### src/rtl/alu_seq_pkg.sv
// Shared types and widths for the ALU command sequencer: opcodes, FSM states, flag bundle.
package alu_seq_pkg;

  localparam int unsigned OPND_W = 4;
  localparam int unsigned RES_W  = 5;
  localparam int unsigned OP_W   = 2;

  typedef enum logic [OP_W-1:0] {
    OP_ADD = 2'b00,
    OP_SUB = 2'b01,
    OP_AND = 2'b10,
    OP_OR  = 2'b11
  } op_e;

  typedef enum logic [1:0] {
    StIdle,
    StPresel,
    StWait,
    StResp
  } state_e;

  typedef struct packed {
    logic zero;
    logic sign;
    logic carry;
    logic ovf;
  } flags_t;

endpackage

### src/rtl/alu_op_sequencer_if.sv
// Command, ALU-side and response signals of the sequencer, with the sequencer as master
// and the surrounding environment (command source, ALU, response sink) as slave.
interface alu_op_sequencer_if;
  import alu_seq_pkg::*;

  logic              cmd_valid;
  logic              cmd_ready;
  logic [OPND_W-1:0] cmd_a;
  logic [OPND_W-1:0] cmd_b;
  logic [OP_W-1:0]   cmd_op;
  logic [OPND_W-1:0] alu_ea;
  logic [OPND_W-1:0] alu_eb;
  logic [OP_W-1:0]   alu_op;
  logic [RES_W-1:0]  alu_saida;
  logic              rsp_valid;
  logic              rsp_ready;
  logic [RES_W-1:0]  rsp_result;
  logic [OP_W-1:0]   rsp_op;
  logic              flag_zero;
  logic              flag_sign;
  logic              flag_carry;
  logic              flag_ovf;
  logic              busy;

  modport master (
    input  cmd_valid, cmd_a, cmd_b, cmd_op, alu_saida, rsp_ready,
    output cmd_ready, alu_ea, alu_eb, alu_op, rsp_valid, rsp_result, rsp_op,
    output flag_zero, flag_sign, flag_carry, flag_ovf, busy
  );

  modport slave (
    output cmd_valid, cmd_a, cmd_b, cmd_op, alu_saida, rsp_ready,
    input  cmd_ready, alu_ea, alu_eb, alu_op, rsp_valid, rsp_result, rsp_op,
    input  flag_zero, flag_sign, flag_carry, flag_ovf, busy
  );

endinterface

### src/rtl/alu_flag_calc.sv
// Combinational status flags from operands, opcode and ALU result.
// Only compiled when ALU_SEQ_FLAGS_EN is defined.
`ifdef ALU_SEQ_FLAGS_EN
module alu_flag_calc
  import alu_seq_pkg::*;
(
  input  logic [OPND_W-1:0] a,
  input  logic [OPND_W-1:0] b,
  input  logic [OP_W-1:0]   op,
  input  logic [RES_W-1:0]  result,
  output flags_t            flags
);

  localparam int unsigned Msb = OPND_W - 1;

  always_comb begin
    flags       = '0;
    flags.zero  = (result[Msb:0] == '0);
    flags.sign  = result[Msb];
    flags.carry = result[RES_W-1];
    case (op)
      OP_ADD:  flags.ovf = (a[Msb] == b[Msb]) && (result[Msb] != a[Msb]);
      OP_SUB:  flags.ovf = (a[Msb] != b[Msb]) && (result[Msb] != a[Msb]);
      default: flags.ovf = 1'b0;
    endcase
  end

endmodule
`endif

### src/rtl/alu_op_sequencer.sv
// Sequencer driving the 4-bit enable-triggered ALU: accept, pre-select, settle, respond.
// Optional status flags are built when ALU_SEQ_FLAGS_EN is defined; otherwise tied to 0.
module alu_op_sequencer
  import alu_seq_pkg::*;
#(
  parameter int unsigned SETTLE_CYCLES = 2
) (
  input logic              clk,
  input logic              rst_n,
  alu_op_sequencer_if.master bus
);

  localparam int unsigned CntW = (SETTLE_CYCLES > 1) ? $clog2(SETTLE_CYCLES) : 1;

  state_e            state_q, state_d;
  logic [CntW-1:0]   cnt_q, cnt_d;
  logic [OP_W-1:0]   op_q, op_d;
  logic [OPND_W-1:0] ea_q, ea_d, eb_q, eb_d;
  logic [OP_W-1:0]   alu_op_q, alu_op_d;
  logic              cmd_ready_q, cmd_ready_d;
  logic              rsp_valid_q, rsp_valid_d;
  logic [RES_W-1:0]  result_q, result_d;
  logic [OP_W-1:0]   rsp_op_q, rsp_op_d;
  logic              busy_q, busy_d;
  logic              capture;

  assign capture = (state_q == StWait) && (cnt_q == '0);

  always_comb begin
    state_d     = state_q;
    cnt_d       = cnt_q;
    op_d        = op_q;
    ea_d        = ea_q;
    eb_d        = eb_q;
    alu_op_d    = alu_op_q;
    cmd_ready_d = 1'b0;
    rsp_valid_d = rsp_valid_q;
    result_d    = result_q;
    rsp_op_d    = rsp_op_q;
    unique case (state_q)
      StIdle: begin
        cmd_ready_d = 1'b1;
        if (bus.cmd_valid && cmd_ready_q) begin
          ea_d        = bus.cmd_a;
          eb_d        = bus.cmd_b;
          op_d        = bus.cmd_op;
          // Park on a different unit so the real one sees a fresh enable edge next cycle.
          alu_op_d    = bus.cmd_op ^ OP_W'(1);
          cmd_ready_d = 1'b0;
          state_d     = StPresel;
        end
      end
      StPresel: begin
        alu_op_d = op_q;
        cnt_d    = CntW'(SETTLE_CYCLES - 1);
        state_d  = StWait;
      end
      StWait: begin
        if (capture) begin
          result_d    = bus.alu_saida;
          rsp_op_d    = op_q;
          rsp_valid_d = 1'b1;
          state_d     = StResp;
        end else begin
          cnt_d = cnt_q - 1'b1;
        end
      end
      StResp: begin
        if (rsp_valid_q && bus.rsp_ready) begin
          rsp_valid_d = 1'b0;
          cmd_ready_d = 1'b1;
          state_d     = StIdle;
        end
      end
      default: state_d = StIdle;
    endcase
    busy_d = (state_d != StIdle);
  end

  always_ff @(posedge clk or negedge rst_n) begin
    if (!rst_n) begin
      state_q     <= StIdle;
      cnt_q       <= '0;
      op_q        <= '0;
      ea_q        <= '0;
      eb_q        <= '0;
      alu_op_q    <= '0;
      cmd_ready_q <= 1'b0;
      rsp_valid_q <= 1'b0;
      result_q    <= '0;
      rsp_op_q    <= '0;
      busy_q      <= 1'b0;
    end else begin
      state_q     <= state_d;
      cnt_q       <= cnt_d;
      op_q        <= op_d;
      ea_q        <= ea_d;
      eb_q        <= eb_d;
      alu_op_q    <= alu_op_d;
      cmd_ready_q <= cmd_ready_d;
      rsp_valid_q <= rsp_valid_d;
      result_q    <= result_d;
      rsp_op_q    <= rsp_op_d;
      busy_q      <= busy_d;
    end
  end

  assign bus.cmd_ready  = cmd_ready_q;
  assign bus.alu_ea     = ea_q;
  assign bus.alu_eb     = eb_q;
  assign bus.alu_op     = alu_op_q;
  assign bus.rsp_valid  = rsp_valid_q;
  assign bus.rsp_result = result_q;
  assign bus.rsp_op     = rsp_op_q;
  assign bus.busy       = busy_q;

`ifdef ALU_SEQ_FLAGS_EN
  flags_t flags_calc, flags_q;

  alu_flag_calc u_flag_calc (
    .a      (ea_q),
    .b      (eb_q),
    .op     (op_q),
    .result (bus.alu_saida),
    .flags  (flags_calc)
  );

  always_ff @(posedge clk or negedge rst_n) begin
    if (!rst_n) begin
      flags_q <= '0;
    end else if (capture) begin
      flags_q <= flags_calc;
    end
  end

  assign bus.flag_zero  = flags_q.zero;
  assign bus.flag_sign  = flags_q.sign;
  assign bus.flag_carry = flags_q.carry;
  assign bus.flag_ovf   = flags_q.ovf;
`else
  assign bus.flag_zero  = 1'b0;
  assign bus.flag_sign  = 1'b0;
  assign bus.flag_carry = 1'b0;
  assign bus.flag_ovf   = 1'b0;
`endif

endmodule

### src/flat_wrapper.sv
// flat-port wrapper written by rule: the top's interface ports become plain ports
module alu_op_sequencer_flat import alu_seq_pkg::*;
#(
  parameter int unsigned SETTLE_CYCLES = 2
)
  (clk, rst_n, bus_cmd_valid, bus_cmd_a, bus_cmd_b, bus_cmd_op, bus_alu_saida, bus_rsp_ready, bus_cmd_ready, bus_alu_ea, bus_alu_eb, bus_alu_op, bus_rsp_valid, bus_rsp_result, bus_rsp_op, bus_flag_zero, bus_flag_sign, bus_flag_carry, bus_flag_ovf, bus_busy);
  alu_op_sequencer_if bus_i ();
  input logic clk;
  input logic rst_n;
  input wire logic [$bits(bus_i.cmd_valid)-1:0] bus_cmd_valid;
  input wire logic [$bits(bus_i.cmd_a)-1:0] bus_cmd_a;
  input wire logic [$bits(bus_i.cmd_b)-1:0] bus_cmd_b;
  input wire logic [$bits(bus_i.cmd_op)-1:0] bus_cmd_op;
  input wire logic [$bits(bus_i.alu_saida)-1:0] bus_alu_saida;
  input wire logic [$bits(bus_i.rsp_ready)-1:0] bus_rsp_ready;
  output wire logic [$bits(bus_i.cmd_ready)-1:0] bus_cmd_ready;
  output wire logic [$bits(bus_i.alu_ea)-1:0] bus_alu_ea;
  output wire logic [$bits(bus_i.alu_eb)-1:0] bus_alu_eb;
  output wire logic [$bits(bus_i.alu_op)-1:0] bus_alu_op;
  output wire logic [$bits(bus_i.rsp_valid)-1:0] bus_rsp_valid;
  output wire logic [$bits(bus_i.rsp_result)-1:0] bus_rsp_result;
  output wire logic [$bits(bus_i.rsp_op)-1:0] bus_rsp_op;
  output wire logic [$bits(bus_i.flag_zero)-1:0] bus_flag_zero;
  output wire logic [$bits(bus_i.flag_sign)-1:0] bus_flag_sign;
  output wire logic [$bits(bus_i.flag_carry)-1:0] bus_flag_carry;
  output wire logic [$bits(bus_i.flag_ovf)-1:0] bus_flag_ovf;
  output wire logic [$bits(bus_i.busy)-1:0] bus_busy;
  assign bus_i.cmd_valid = bus_cmd_valid;
  assign bus_i.cmd_a = bus_cmd_a;
  assign bus_i.cmd_b = bus_cmd_b;
  assign bus_i.cmd_op = bus_cmd_op;
  assign bus_i.alu_saida = bus_alu_saida;
  assign bus_i.rsp_ready = bus_rsp_ready;
  assign bus_cmd_ready = bus_i.cmd_ready;
  assign bus_alu_ea = bus_i.alu_ea;
  assign bus_alu_eb = bus_i.alu_eb;
  assign bus_alu_op = bus_i.alu_op;
  assign bus_rsp_valid = bus_i.rsp_valid;
  assign bus_rsp_result = bus_i.rsp_result;
  assign bus_rsp_op = bus_i.rsp_op;
  assign bus_flag_zero = bus_i.flag_zero;
  assign bus_flag_sign = bus_i.flag_sign;
  assign bus_flag_carry = bus_i.flag_carry;
  assign bus_flag_ovf = bus_i.flag_ovf;
  assign bus_busy = bus_i.busy;
  alu_op_sequencer #(.SETTLE_CYCLES(SETTLE_CYCLES)) u_core (.clk(clk), .rst_n(rst_n), .bus(bus_i));
endmodule
### config.mk
export PLATFORM = sky130hd
export DESIGN_NAME = alu_op_sequencer_flat
export DESIGN_NICKNAME = d
export VERILOG_FILES = /design/src/rtl/alu_seq_pkg.sv /design/src/rtl/alu_op_sequencer_if.sv /design/src/rtl/alu_flag_calc.sv /design/src/rtl/alu_op_sequencer.sv /design/src/flat_wrapper.sv
export SDC_FILE = /design/constraint.sdc
export NUM_CORES = 1
export LEC_CHECK = 0
export ABC_AREA = 1
export BUFFER_PORTS_ARGS = -buffer_cell sky130_fd_sc_hd__buf_2
export CAP_MARGIN = 0
export CORE_MARGIN = 4
export CORE_UTILIZATION = 40
export DETAILED_ROUTE_END_ITERATION = 10
export PLACE_DENSITY = 0.62
export SYNTH_ARGS = -nofsm -noshare
export SYNTH_HDL_FRONTEND = slang
export SYNTH_SLANG_ARGS = --single-unit
### constraint.sdc
create_clock -name clk -period 1.8 [get_ports clk]
set_input_delay 0.18 -clock clk [delete_from_list [all_inputs] [get_ports clk]]
set_output_delay 0.18 -clock clk [all_outputs]
set_load 0.1 [all_outputs]
---- Word level (Yosys, flattened, before mapping) ----
Index checks and enable logic that the tools add are counted.
cells by class
  add/sub/neg operators ................... 1
  equal/unequal tests ..................... 7
  muxes and demuxes ....................... 14
  bitwise logic cells ..................... 2
  reductions and logical operators ........ 13
operators with widths
  cell                                                                   number
  2-bit two-way mux                                                      4
  2-bit one-hot mux with 4 select lines                                  1
  2-bit AND reduction                                                    4
  2-bit nonzero test                                                     4
  2-bit by 1-bit != test with 1-bit output, second input constant        3
  1-bit one-hot mux with 2 select lines                                  3
  1-bit two-way mux                                                      5
  2-bit equality test, second input constant                             2
  2-bit one-hot mux with 2 select lines                                  1
  1-bit logical AND                                                      3
  3-bit AND reduction                                                    1
  2-bit by 1-bit equality test with 1-bit output, second input constant  1
  2-bit zero test                                                        1
  2-bit != test, second input constant                                   1
  1-bit NOT                                                              2
  1-bit subtractor, second input constant                                1
storage, ports and cells
  register bits ........................... 25
  input port bits ......................... 19
  output and inout bits ................... 24
  word-level logic and storage cells ...... 48

---- Logic depth before layout (Yosys ltp) ----
Gate-level depths: netlist (run 1).
  depth in word-level cells ............... 5
  depth in mapped cells ................... 8
  depth with buffers taken out ............ 8

---- Worst setup path before layout (run 1) ----
No wires, ideal clock.
  kind .................................... reg2reg
  start point ............................. reg u_core.cmd_ready_q (netlist: u_core.bus.cmd_ready)
  end point ............................... reg u_core.op_q[1]
  setup time .............................. 0.118 ns
  arrival ................................. 1.474 ns
  required time ........................... 1.682 ns
  path slack .............................. 0.208 ns
  cell stages (with the launch flop) ...... 7
  buffers on the path ..................... 1
  clock period less this slack ............ 1.592 ns
  cell sequence ........................... dfrtp_1 > nand2_2 > inv_2 > nand2_4 > inv_4 > buf_12 > o21ai_2
between the ends
  longest elaborated chain between the ends .. 2
RTL lines
  element                        RTL line                 RTL
  start: declaration             alu_op_sequencer.sv:20   logic cmd_ready_q, cmd_ready_d;
  start signal: assignment       alu_op_sequencer.sv:100  cmd_ready_q <= cmd_ready_d;
  1-bit logical AND              alu_op_sequencer.sv:43   if (bus.cmd_valid && cmd_ready_q) begin
  2-bit AND reduction (no line)  --
  end signal: assignment         alu_op_sequencer.sv:96   op_q <= op_d;
  end: declaration               alu_op_sequencer.sv:17   logic [OP_W-1:0] op_q, op_d;
Every way passes these cells.
A chain may end at the register's enable or synchronous reset.

---- Final worst setup path (run 1) ----
  start point ............................. reg u_core.state_q[0]
  end point ............................... reg u_core.alu_op_q[0] (netlist: u_core.bus.alu_op[0])
between the ends
  longest elaborated chain between the ends .. 3
  elaborated cells between the ends (all ways) .. 6
  classes of those cells .................. eq/ne (2); mux (1); reduce/logical (3)
RTL lines
  element                                                                                   RTL line                RTL
  start: declaration                                                                        alu_op_sequencer.sv:15  state_e state_q, state_d;
  start signal: assignment                                                                  alu_op_sequencer.sv:82  state_q <= StIdle;
  start signal: assignment                                                                  alu_op_sequencer.sv:94  state_q <= state_d;
  2-bit zero test or 2-bit by 1-bit equality test with 1-bit output (tied branches)         alu_op_sequencer.sv:40  unique case (state_q)
  2-bit by 1-bit != test with 1-bit output (no line) or 2-bit nonzero test (tied branches)  --
  2-bit AND reduction (no line)                                                             --
  end signal: assignment                                                                    alu_op_sequencer.sv:99  alu_op_q <= alu_op_d;
  end: declaration                                                                          alu_op_sequencer.sv:19  logic [OP_W-1:0] alu_op_q, alu_op_d;
Parallel ways exist; a longest one is shown, timed or not.

==> summary.md, run 1 <==
| Metric | Value |
|---|---|
| Status | complete, no violations |
| Syn Inst Count | between 100 and 150 |
| Synth top area cells | dfrtp_1, nand2_1, nand2_2 |
| Die width | 63.3 µm |
| Die H | 63.3 µm |
| Initial core utilization | around 43% |
| Layout cell share with drive strength beyond 1 | 37.6% |
| Final Setup Violations | 0 |
| Pre-antenna DRT Iters | 4 |
| Final core utilization | 51.0% |
| Most used cell, CP | nand2_1 |
| Commonest cells after routing, fill and taps aside | nand2_1, buf_2, dfrtp_1 |
| Inst Count DP | 204 |
| Setup TNS | 0 ns |
| Area fraction of the dominant cell type after synthesis | 51.1% |
| Area growth syn-to-layout | 18.8% |
| Reg-to-reg slack, setup | approximately 0.37 ns |
| Critical path type | reg2reg |
| Final layout net count | just over 200 |
| Drt wl/cell | 11.9 µm |
| Largest stage delay, worst path | 0.45 ns |
| Diodes inserted | 0 |
| Vias per std cell | 4.71 |
| IO Count | 43 |
| CTS tree | yes |
| Commonest non-fill, non-tap cell in the layout | nand2_1 |
| DR vias | 985 |
| Min cycle time layout | 1.43 ns |
| Clock Root Buffer | clkbuf_4 |
| Final std cells w/o fill | between 200 and 250 |
| Post-synthesis sequential area ratio | roughly half |
| TritonCTS Buffers | 3 |
| Distinct cells, synth | 17 |
| Fin crit share | 79.5% |
| CTS Sinks | 25 |
| Die ar. | 0.00401 mm² |
| Synth Warn # | 0 |
| Maxcap violations | 0 |
| CP startpoint kind | register |
| Post-CTS sizing | 0 |
| Max clock buf depth | 2 |
| Worst hold path class | in2reg |
| Critical-path cell list | inv_1 -> ha_1 -> nand2_1 -> o21ai_0 -> inv_1 -> nand2_1 -> nand2_1 |
| Crit path arrival time | 1.66 ns |
| Pre-CTS WS | 0.402 ns |
| Post-Syn Area | about 0.0012 mm² |
| Max Slew Vio Count | 0 |
| Cell type of the slowest stage on the worst timing path | dfrtp_1 |
| Total gr overflow | 0 |
| Drt drc | 0 |
| Endpoint type of the worst setup path | register |
| WL final | 2490 µm |
| Syn avg cell area | 8.94 µm² |
| Antenna violations before repair | 0 |
| Worst path required time | 2.03 ns |
| RSZ-0062 raised after global routing | no |
| Synth area leader | dfrtp_1 |
| Final HPWL DP | ~1900 µm |
| Final Hold Vio Count | 0 |
| Core footprint | 0.00285 mm² |
| Clock transition at path regs | 0.15 ns |
| Gr usage total | about an eighth |
| Clk_skew | 0.00844 ns |
| Largest net degree at the start of global routing | 26 |
| Rows | 19 |
| Post-route setup slack | 0.370 ns |
| # port buffers | 38 |
| Vias in the first global route | 1034 |
| Number of DRC markers in iteration 0 | 47 |
| Global-route wire length before repair | 4330 µm |
| Fmax | 0.699 GHz |
| Routability congestion estimate | 0.851 |
| Skew-Pair Late Insertion Delay | roughly 0.33 ns |
| Number of H-tree levels | 1 |
| Yosys reg bits | 25 |
| Slew headroom | 62.7% |
| Antenna-violating nets left | 0 |
| Worst Tran Pin Value | 0.559 ns |
| Largest fanout on the critical path | 5 |
==> synthesized netlist by cell type, drive strengths merged <==
library cell,n
nand3,9
ha,6
nor2,1
inv,13
o21ai,9
nand2,64
a21oi,2
buf,6
conb,1
dfrtp,25
nand3b,1
==> critical path: cells and delay by family (launching register included) <==
kind	cells	cell delay [ns]
DFF	1	0.45
and+or+nand+nor	3	0.22
adders and majority gates	1	0.27
buffers and inverters	2	0.27
AOI/OAI and AO/OA	1	0.14
==> sequential cells by signal, indices dropped and copies added, names as in the netlist <==
register,count
u_core.cnt_q,1
u_core.bus.cmd_ready,1
u_core.bus.alu_op,2
u_core.bus.rsp_op,2
u_core.bus.alu_eb,4
u_core.bus.rsp_result,5
u_core.bus.alu_ea,4
u_core.state_q,2
u_core.bus.rsp_valid,1
u_core.op_q,2
u_core.bus.busy,1
==> metal layers <==
| metal | vias up | track usage [%] | part of all wire, % |
|---|---|---|---|
| met5 | - | 0 | 0 |
| met4 | 0 | 4.04 | 1.0 |
| met3 | 4 | 2.66 | 5.8 |
| met2 | 30 | 25.2 | 50 |
| met1 | 457 | 14.5 | 43 |
| li1 | 494 | - | - |
==> cells by family after synthesis <==
| logic type | synth area share (%) |
|---|---|
| simple gates | 28.5 |
| other cells | 0.306 |
| fa+ha+maj | 6.13 |
| flops | 51.1 |
| buf+inv | 8.89 |
| compound gates | 5.11 |
==> timing repair <==
action	4_1_cts	5_1_grt
hold buffers	1	0
buffers inserted	0	0
hold endpoints to repair	25	0
==> path summary, 6_finish.rpt <==
path	from	to	depth (start not counted)
setup / recovery	u_core.state_q[0]	u_core.bus.alu_op[0]	7
hold / removal	bus_cmd_a[3]	u_core.bus.alu_ea[3]	3
setup reg to reg	u_core.state_q[0]	u_core.bus.alu_op[0]	7
hold reg to reg	u_core.bus.rsp_result[3]	u_core.bus.rsp_result[3]	2
max in group asynchronous	rst_n	u_core.state_q[0]	2
min in group asynchronous	rst_n	u_core.bus.rsp_result[0]	2
==> final cells by class <==
| cell class | count | area, µm² |
|---|---|---|
| fillers | 276 | 1400 |
| well taps | 31 | 38.8 |
| flip-flops and latches | 25 | 626 |
| multi-input cells | 96 | 502 |
| clock buffers | 3 | 22.5 |
| inverters | 13 | 51.3 |
| repair buffers | 40 | 208 |
| clock inverters | 1 | 7.51 |
==> metrics by stage <==
stage	cell area (µm²)	hold slack, ns
finish	1460	0.0349
global route	1460	0.0331
CTS	1460	0.0268
detailed placement	1420	0.217
global placement	1420	0.201
floorplan	1240	-0.116
Power of run 1 is left out: the tool's default activity adds up to more than one toggle a clock period on the data nets, which glitch-free logic cannot reach.
==> run 2: changes to the inputs <==
--- a/config.mk
+++ b/config.mk
@@ -5,13 +5,13 @@
 export SDC_FILE = /design/constraint.sdc
 export NUM_CORES = 1
 export LEC_CHECK = 0
-export ABC_AREA = 1
+export ABC_AREA = 0
 export BUFFER_PORTS_ARGS = -buffer_cell sky130_fd_sc_hd__buf_2
 export CAP_MARGIN = 0
 export CORE_MARGIN = 4
 export CORE_UTILIZATION = 40
 export DETAILED_ROUTE_END_ITERATION = 10
-export PLACE_DENSITY = 0.62
+export PLACE_DENSITY = 0.65
 export SYNTH_ARGS = -nofsm -noshare
 export SYNTH_HDL_FRONTEND = slang
 export SYNTH_SLANG_ARGS = --single-unit
==> constraint.sdc (replaced) <==
create_clock -name clk -period 1.2 [get_ports clk]
set_input_delay 0.12 -clock clk [delete_from_list [all_inputs] [get_ports clk]]
set_output_delay 0.12 -clock clk [all_outputs]
set_load 0.1 [all_outputs]
==> run 2 against run 1 <==
The run now ends with setup timing left. Cell area is 40% higher. Global-route usage is 1.0 points higher. Cell count is 9.6% lower. Clock skew is 0.00073 ns lower. Non-clock buffer count is 28 higher. First-iteration DRC count is 72% lower. Register-to-register slack worse by 0.62 ns. Synthesized cell count is 35% lower. Core utilization is 22 points higher. Flip-flop and latch count stayed put. Routed wire length is 10% higher. Via count is 5.8% lower.
==> summary.md, run 2 <==
| Metric | Value |
|---|---|
| Pre-antenna DRT Iters | 4 (unchanged) |
| Post-route setup slack | -0.254 ns (-0.624 ns) |
| Final Setup Violations | 27 (+27) |
| R2r endpoint | u_core.bus.busy |
| Antenna violations before repair | 0 (unchanged) |
| Largest stage delay, worst path | 0.42 ns (-0.03 ns) |
| Area fraction of the dominant cell type after synthesis | 53.5% (+2.4 points) |
| Maxcap violations | 0 (unchanged) |
| CP startpoint | u_core.state_q[0] |
| Reg-to-reg startpoint | u_core.state_q[0] |
| Diodes inserted | 0 (unchanged) |
| Endpoint type of the worst setup path | register |
| Antenna-violating nets left | 0 (unchanged) |
| Vias per std cell | 4.91 (+4.2%) |
| Proportion of synthesized area in mux cells | 16.7% (+17 points) |
| Final Hold Vio Count | 0 (unchanged) |
| Drt wl/cell | 14.5 µm (+22%) |
| Clock transition at path regs | 0.13 ns (-0.02 ns) |
| Top_reg_cell synth | dfrtp_1 |
| Synth top area cells | dfrtp_1, mux2_4, mux2_1 |
| Number of H-tree levels | 1 (unchanged) |
| Setup TNS | -4.69 ns (-4.69 ns) |
| Crit path arrival time | 1.66 ns (about the same) |
| Distinct cells, synth | 32 (+15) |
| Synth Warn # | 0 (unchanged) |
| Final layout net count | 184 (-9.8%) |
| Final core utilization | 73.1% (+22 points) |
| Routability congestion estimate | 0.769 (-9.6%) |
| Setup crit end | u_core.bus.busy |
| Area growth syn-to-layout | 73.7% |
| Commonest non-fill, non-tap cell in the layout | buf_4 |
| TritonCTS Buffers | 3 (unchanged) |
| Commonest cells after routing, fill and taps aside | buf_4, dfrtp_1, buf_2 |
| Slew headroom | 63.4% (+0.64 points) |
| Critical path type | reg2reg |
| Die H | 62.1 µm (-2.0%) |
| Worst hold path class | in2reg |
| Status | finished with violations |
| Syn avg cell area | 13.1 µm² (+47%) |
| Core footprint | 0.00278 mm² (-2.5%) |
| Largest register FFs | 5 (unchanged) |
| CTS Sinks | 25 (unchanged) |
| Adder-cell area share of the yosys netlist | 6.42% (+0.29 points) |
| Reg-to-reg slack, setup | -0.25 ns (-0.62 ns) |
| IO Count | 43 (unchanged) |
| Asr flop ratio synth | 100% (unchanged) |
| Post-synthesis sequential area ratio | 53.5% (+2.4 points) |
| Compound-gate portion of the synthesized area | 9.73% (+4.6 points) |
| CP startpoint kind | register |
| Gr usage total | 14.2% (+1.0 points) |
| Max layer used | met4 |
| Worst reg2reg path depth | 5 (-2) |
| Vias in the first global route | 893 (-14%) |
| Top Family by Delay on Critical Path | compound AO/OA/AOI/OAI gates |
| CTS tree | yes |
| Failing checks | setup timing |
| Min cycle time layout | 1.45 ns (+0.0236 ns) |
| Worst path required time | 1.40 ns (-0.63 ns) |
| RSZ-0062 raised after global routing | yes |
| Met1 wire length | 1150 µm (+7.4%) |
| Syn Inst Count | 89 (-35%) |
| Cell type of the slowest stage on the worst timing path | dfrtp_1 |
| Synth Area in Simple Gates | 8.13% (-20 points) |
| Final HPWL DP | 1810 µm (-5.3%) |
| Fin crit share | 121% (+42 points) |
| Fmax | 0.688 GHz (-1.6%) |
| Main combinational cell family by area after synthesis | multiplexers |
| WL final | 2740 µm (+10%) |
| Clock Root Buffer | clkbuf_4 |
| Rows | 19 (unchanged) |
| Critical-path cell list | buf_6 -> ha_4 -> a21boi_4 -> a2111oi_4 -> o22ai_1 |
| Synth top cells by count | dfrtp_1, mux2_1, mux2_4 |
| Drt drc | 0 (unchanged) |
| Xor/xnor cell area share of the yosys netlist | 0% (unchanged) |
| Post-synth EDFFs | 0 (unchanged) |
| Largest fanout on the critical path | 2 (-3) |
| Fill cells | 194 (-30%) |
| Die ar. | 0.00385 mm² (-3.9%) |
| Initial core utilization | 42.1% (-0.88 points) |
| Skew-Pair Late Insertion Delay | 0.32 ns (about the same) |
| Synth area leader | dfrtp_1 |
| Total gr overflow | 0 (unchanged) |
| Worst Tran Pin Value | 0.550 ns (-0.00965 ns) |
| Max clock buf depth | 2 (unchanged) |
| Layout cell share with drive strength beyond 1 | 64.6% (+27 points) |
| DR vias | 928 (-5.8%) |
| Cell with the most instances after synthesis | dfrtp_1 |
| Global-route wire length before repair | 3930 µm (-9.4%) |
| CP Buf/Inv Count | 1 (-1) |
| Critical path depth | 5 (-2) |
| Post-Syn Area | 0.00117 mm² (-4.5%) |
| Clk_skew | 0.00772 ns (-0.000728 ns) |
| Largest net degree at the start of global routing | 26 (unchanged) |
| Max Slew Vio Count | 0 (unchanged) |
| Pre-CTS WS | -0.274 ns (-0.676 ns) |
| Die width | 62.1 µm (-2.0%) |
| DR WL met3 | 142 µm (-2.1%) |
| HP Start | bus_cmd_b[2] |
| Met2 routed WL | 1400 µm (+12%) |
| Number of DRC markers in iteration 0 | 13 (-72%) |
| # port buffers | 38 (unchanged) |
| Yosys reg bits | 25 (unchanged) |
[run 2: cell count changes in the layout (fill, tap and decap cells not counted), sizes merged, moves of 2 or more]
cell / delta
inv: -9
o21ai: -8
o22ai: +2
nor2: +4
mux2: +15
buf: +19
dlygate4sd3: +9
nand3: -7
nand2: -60
a21boi: +3
[run 2: routing by layer]
| metal | vias to the layer above | track usage [%] |
|---|---|---|
| met5 | - | 0 |
| met4 | 0 | 5.45 |
| met2 | 29 | 23.7 |
| li1 | 443 | - |
| met1 | 451 | 18.3 |
| met3 | 5 | 2.69 |
[run 2: final cells by class]
cell class	instances	area (µm²)	share of cell area, %
Timing Repair Buffer	68	658	32.4
Multi-Input combinational cell	57	649	32.0
Sequential cell	25	638	31.4
Tap cell	31	38.8	1.91
Clock buffer	3	22.5	1.11
Inverter	4	17.5	0.862
Clock inverter	1	7.51	0.369
[run 2: kinds of logic after synthesis]
group | Yosys count
simple gates | 18
fa+ha+maj | 6
flops | 25
mux | 15
other cells | 1
compound gates | 14
buf+inv | 10
[run 2: worst min path at each step]
stage / end / slack [ns] / cells after the start
after floorplan: u_core.bus.alu_ea[0] / -0.18 / 0
after global placement: u_core.bus.busy / 0.14 / 1
after detailed placement: u_core.bus.rsp_valid / 0.15 / 1
after CTS: u_core.bus.rsp_result[1] / 0.005 / 2
after global routing: u_core.bus.alu_ea[2] / 0.004 / 2
final: u_core.bus.alu_eb[2] / 0.02 / 2
[run 2: per-stage QoR]
stage / hold WS (ns) / instances / instance area (µm²)
floorplan: -0.176 / 92 / 1240
finish: 0.0223 / 189 / 2030
global route: 0.00432 / 189 / 2030
detailed placement: 0.147 / 170 / 1690
CTS: 0.00475 / 178 / 1810
global placement: 0.140 / 170 / 1690
[run 2: timing repair]
action                     in CTS  in global routing
hold buffers                    1                  9
resized for setup              20                 24
pin swaps                       6                  7
buffers inserted                3                  2
hold endpoints to repair       25                  9
setup endpoints to repair      38                 27
Power of run 2 is left out for the same reason.
==> run 3: changes to the inputs <==
--- a/config.mk
+++ b/config.mk
@@ -9,9 +9,9 @@
 export BUFFER_PORTS_ARGS = -buffer_cell sky130_fd_sc_hd__buf_2
 export CAP_MARGIN = 0
 export CORE_MARGIN = 4
-export CORE_UTILIZATION = 40
+export CORE_UTILIZATION = 38
 export DETAILED_ROUTE_END_ITERATION = 10
-export PLACE_DENSITY = 0.65
+export PLACE_DENSITY = 0.6
 export SYNTH_ARGS = -nofsm -noshare
 export SYNTH_HDL_FRONTEND = slang
 export SYNTH_SLANG_ARGS = --single-unit
==> constraint.sdc (replaced) <==
create_clock -name clk -period 1.88 [get_ports clk]
set_input_delay 0.188 -clock clk [delete_from_list [all_inputs] [get_ports clk]]
set_output_delay 0.188 -clock clk [all_outputs]
set_load 0.1 [all_outputs]
==> run 3 against run 2 <==
The flow now finishes without violations. Via count is 13% lower. Flip-flop and latch count stayed put. First-iteration DRC count is 54% higher. Non-clock buffer count is 27 lower. Count of clock-buffer cells in the layout is 1 higher. Die area is 4.6% higher. Critical path depth stayed put. Worst hold slack better by 0.066 ns. Cell area is 30% lower. Sequential share of layout area is 13 points higher. Highest routed layer unchanged.
==> summary.md, run 3 (synthesis gave the netlist of run 2 again) <==
| Metric | Value |
|---|---|
| Rows | 19 (unchanged) |
| Final Hold Vio Count | 0 (unchanged) |
| Largest register FFs | 5 (unchanged) |
| TritonCTS Buffers | 3 (unchanged) |
| Worst path required time | 2.08 ns (+0.68 ns) |
| RSZ-0062 raised after global routing | no |
| Status | complete, no violations |
| Final layout net count | 157 (-15%) |
| Fmax | 0.617 GHz (-10%) |
| Global-route wire length before repair | 3660 µm (-6.7%) |
| Drt drc | 0 (unchanged) |
| IO Count | 43 (unchanged) |
| DR vias | 803 (-13%) |
| Routability congestion estimate | 0.783 (+1.7%) |
| Worst hold path class | in2reg |
| Maxcap violations | 0 (unchanged) |
| Post-CTS setup buffers | 0 (-3) |
| Vias in the first global route | 795 (-11%) |
| Number of H-tree levels | 1 (unchanged) |
| Worst Tran Pin Value | 0.551 ns (+0.00146 ns) |
| # port buffers | 38 (unchanged) |
| CTS tree | yes |
| Largest net degree at the start of global routing | 26 (unchanged) |
| Core footprint | 0.00285 mm² (+2.6%) |
| Critical path type | reg2reg |
| Number of DRC markers in iteration 0 | 20 (+7) |
| Pre-antenna DRT Iters | 4 (unchanged) |
| Hold Buf Count CTS | 1 (unchanged) |
| Max clock buf depth | 2 (unchanged) |
| Inst Count DP | 157 (-7.6%) |
| WL final | 2260 µm (-18%) |
| Gr usage total | 11.4% (-2.8 points) |
| Fin crit share | 86.2% (-35 points) |
| Max Slew Vio Count | 0 (unchanged) |
| Final core utilization | 49.6% (-23 points) |
| Die H | 63.5 µm (+2.3%) |
| Final Setup Violations | 0 (-100%) |
| Vias per std cell | 4.96 (+0.95%) |
| Total gr overflow | 0 (unchanged) |
| Skew-Pair Late Insertion Delay | 0.30 ns (-0.02 ns) |
| Commonest non-fill, non-tap cell in the layout | buf_2 |
| Clock transition at path regs | 0.13 ns (about the same) |
| Layout cell share with drive strength beyond 1 | 42.0% (-23 points) |
| Crit path arrival time | 1.83 ns (+0.17 ns) |
| Final std cells w/o fill | 162 (-14%) |
| Post-CTS sizing | 0 (-100%) |
| Endpoint type of the worst setup path | register |
| CP startpoint kind | register |
| Final HPWL DP | 1770 µm (-1.9%) |
| Die width | 63.5 µm (+2.3%) |
| Die ar. | 0.00403 mm² (+4.6%) |
| Min cycle time layout | 1.62 ns (+0.168 ns) |
| Setup TNS | 0 ns (+4.69 ns) |
| Initial core utilization | 41.0% (-1.1 points) |
| CTS Sinks | 25 (unchanged) |
| Slew headroom | 63.3% (-0.098 points) |
| Commonest cells after routing, fill and taps aside | buf_2, dfrtp_1, mux2_4, mux2_1, ha_1 |
| Clock Root Buffer | clkbuf_4 |
| Diodes inserted | 0 (unchanged) |
| Largest fanout on the critical path | 8 (+6) |
| Antenna violations before repair | 0 (unchanged) |
| Area growth syn-to-layout | 21.0% |
| Drt wl/cell | 13.9 µm (-3.8%) |
| Antenna-violating nets left | 0 (unchanged) |
| Clk_skew | 0.00217 ns (-0.00555 ns) |
==> run 3: cell types whose count changed in the layout (fill, tap and decap cells not counted), sizes merged <==
cell and delta:
dlygate4sd3 -9, clkbuf +1, buf -18, clkinvlp -1
==> run 3: worst paths after layout <==
path | from | end | slack (ns) | cells after the start
setup / recovery | u_core.state_q[1] | u_core.bus.alu_eb[3] | 0.26 | 5
max in group asynchronous | rst_n | u_core.bus.alu_eb[0] | 1.13 | 2
setup reg to reg | u_core.state_q[1] | u_core.bus.alu_eb[3] | 0.26 | 5
hold / removal | bus_alu_saida[0] | u_core.bus.rsp_result[0] | 0.09 | 2
min in group asynchronous | rst_n | u_core.bus.rsp_result[4] | 0.38 | 2
hold reg to reg | u_core.bus.rsp_result[0] | u_core.bus.rsp_result[0] | 0.49 | 1
==> run 3: final cells by class <==
cell class | instances | area [µm²]
clock buffer | 4 | 26.3
fill | 282 | 1440
inverter | 4 | 15.0
multi-input combinational | 57 | 494
sequential | 25 | 626
tap | 31 | 38.8
timing repair buffer | 41 | 215
==> run 3: metrics by stage <==
stage          hold WS [ns]  cell area (µm²)  setup slack [ns]
2_1_floorplan        -0.108             1180            0.0496
3_3_place_gp          0.206             1380             0.334
3_5_place_dp          0.212             1380             0.273
4_1_cts              0.0809             1420             0.247
5_1_grt              0.0824             1420             0.159
6_report             0.0885             1420             0.259
==> run 3: critical path, cell delays in order (launching register included) <==
cell,delay [ns]
dfrtp_1,0.47
inv_1,0.13
ha_1,0.26
nand3_2,0.14
buf_4,0.22
mux2_4,0.31
==> run 3: metal layers <==
| layer | vias up | track usage [%] | routed length [µm] |
|---|---|---|---|
| met3 | 2 | 2.49 | 136 |
| met1 | 387 | 14.5 | 988 |
| met5 | - | 0 | 0 |
| li1 | 389 | - | - |
| met2 | 25 | 18.3 | 1100 |
| met4 | 0 | 5.66 | 34 |
Power of run 3 is left out for the same reason.
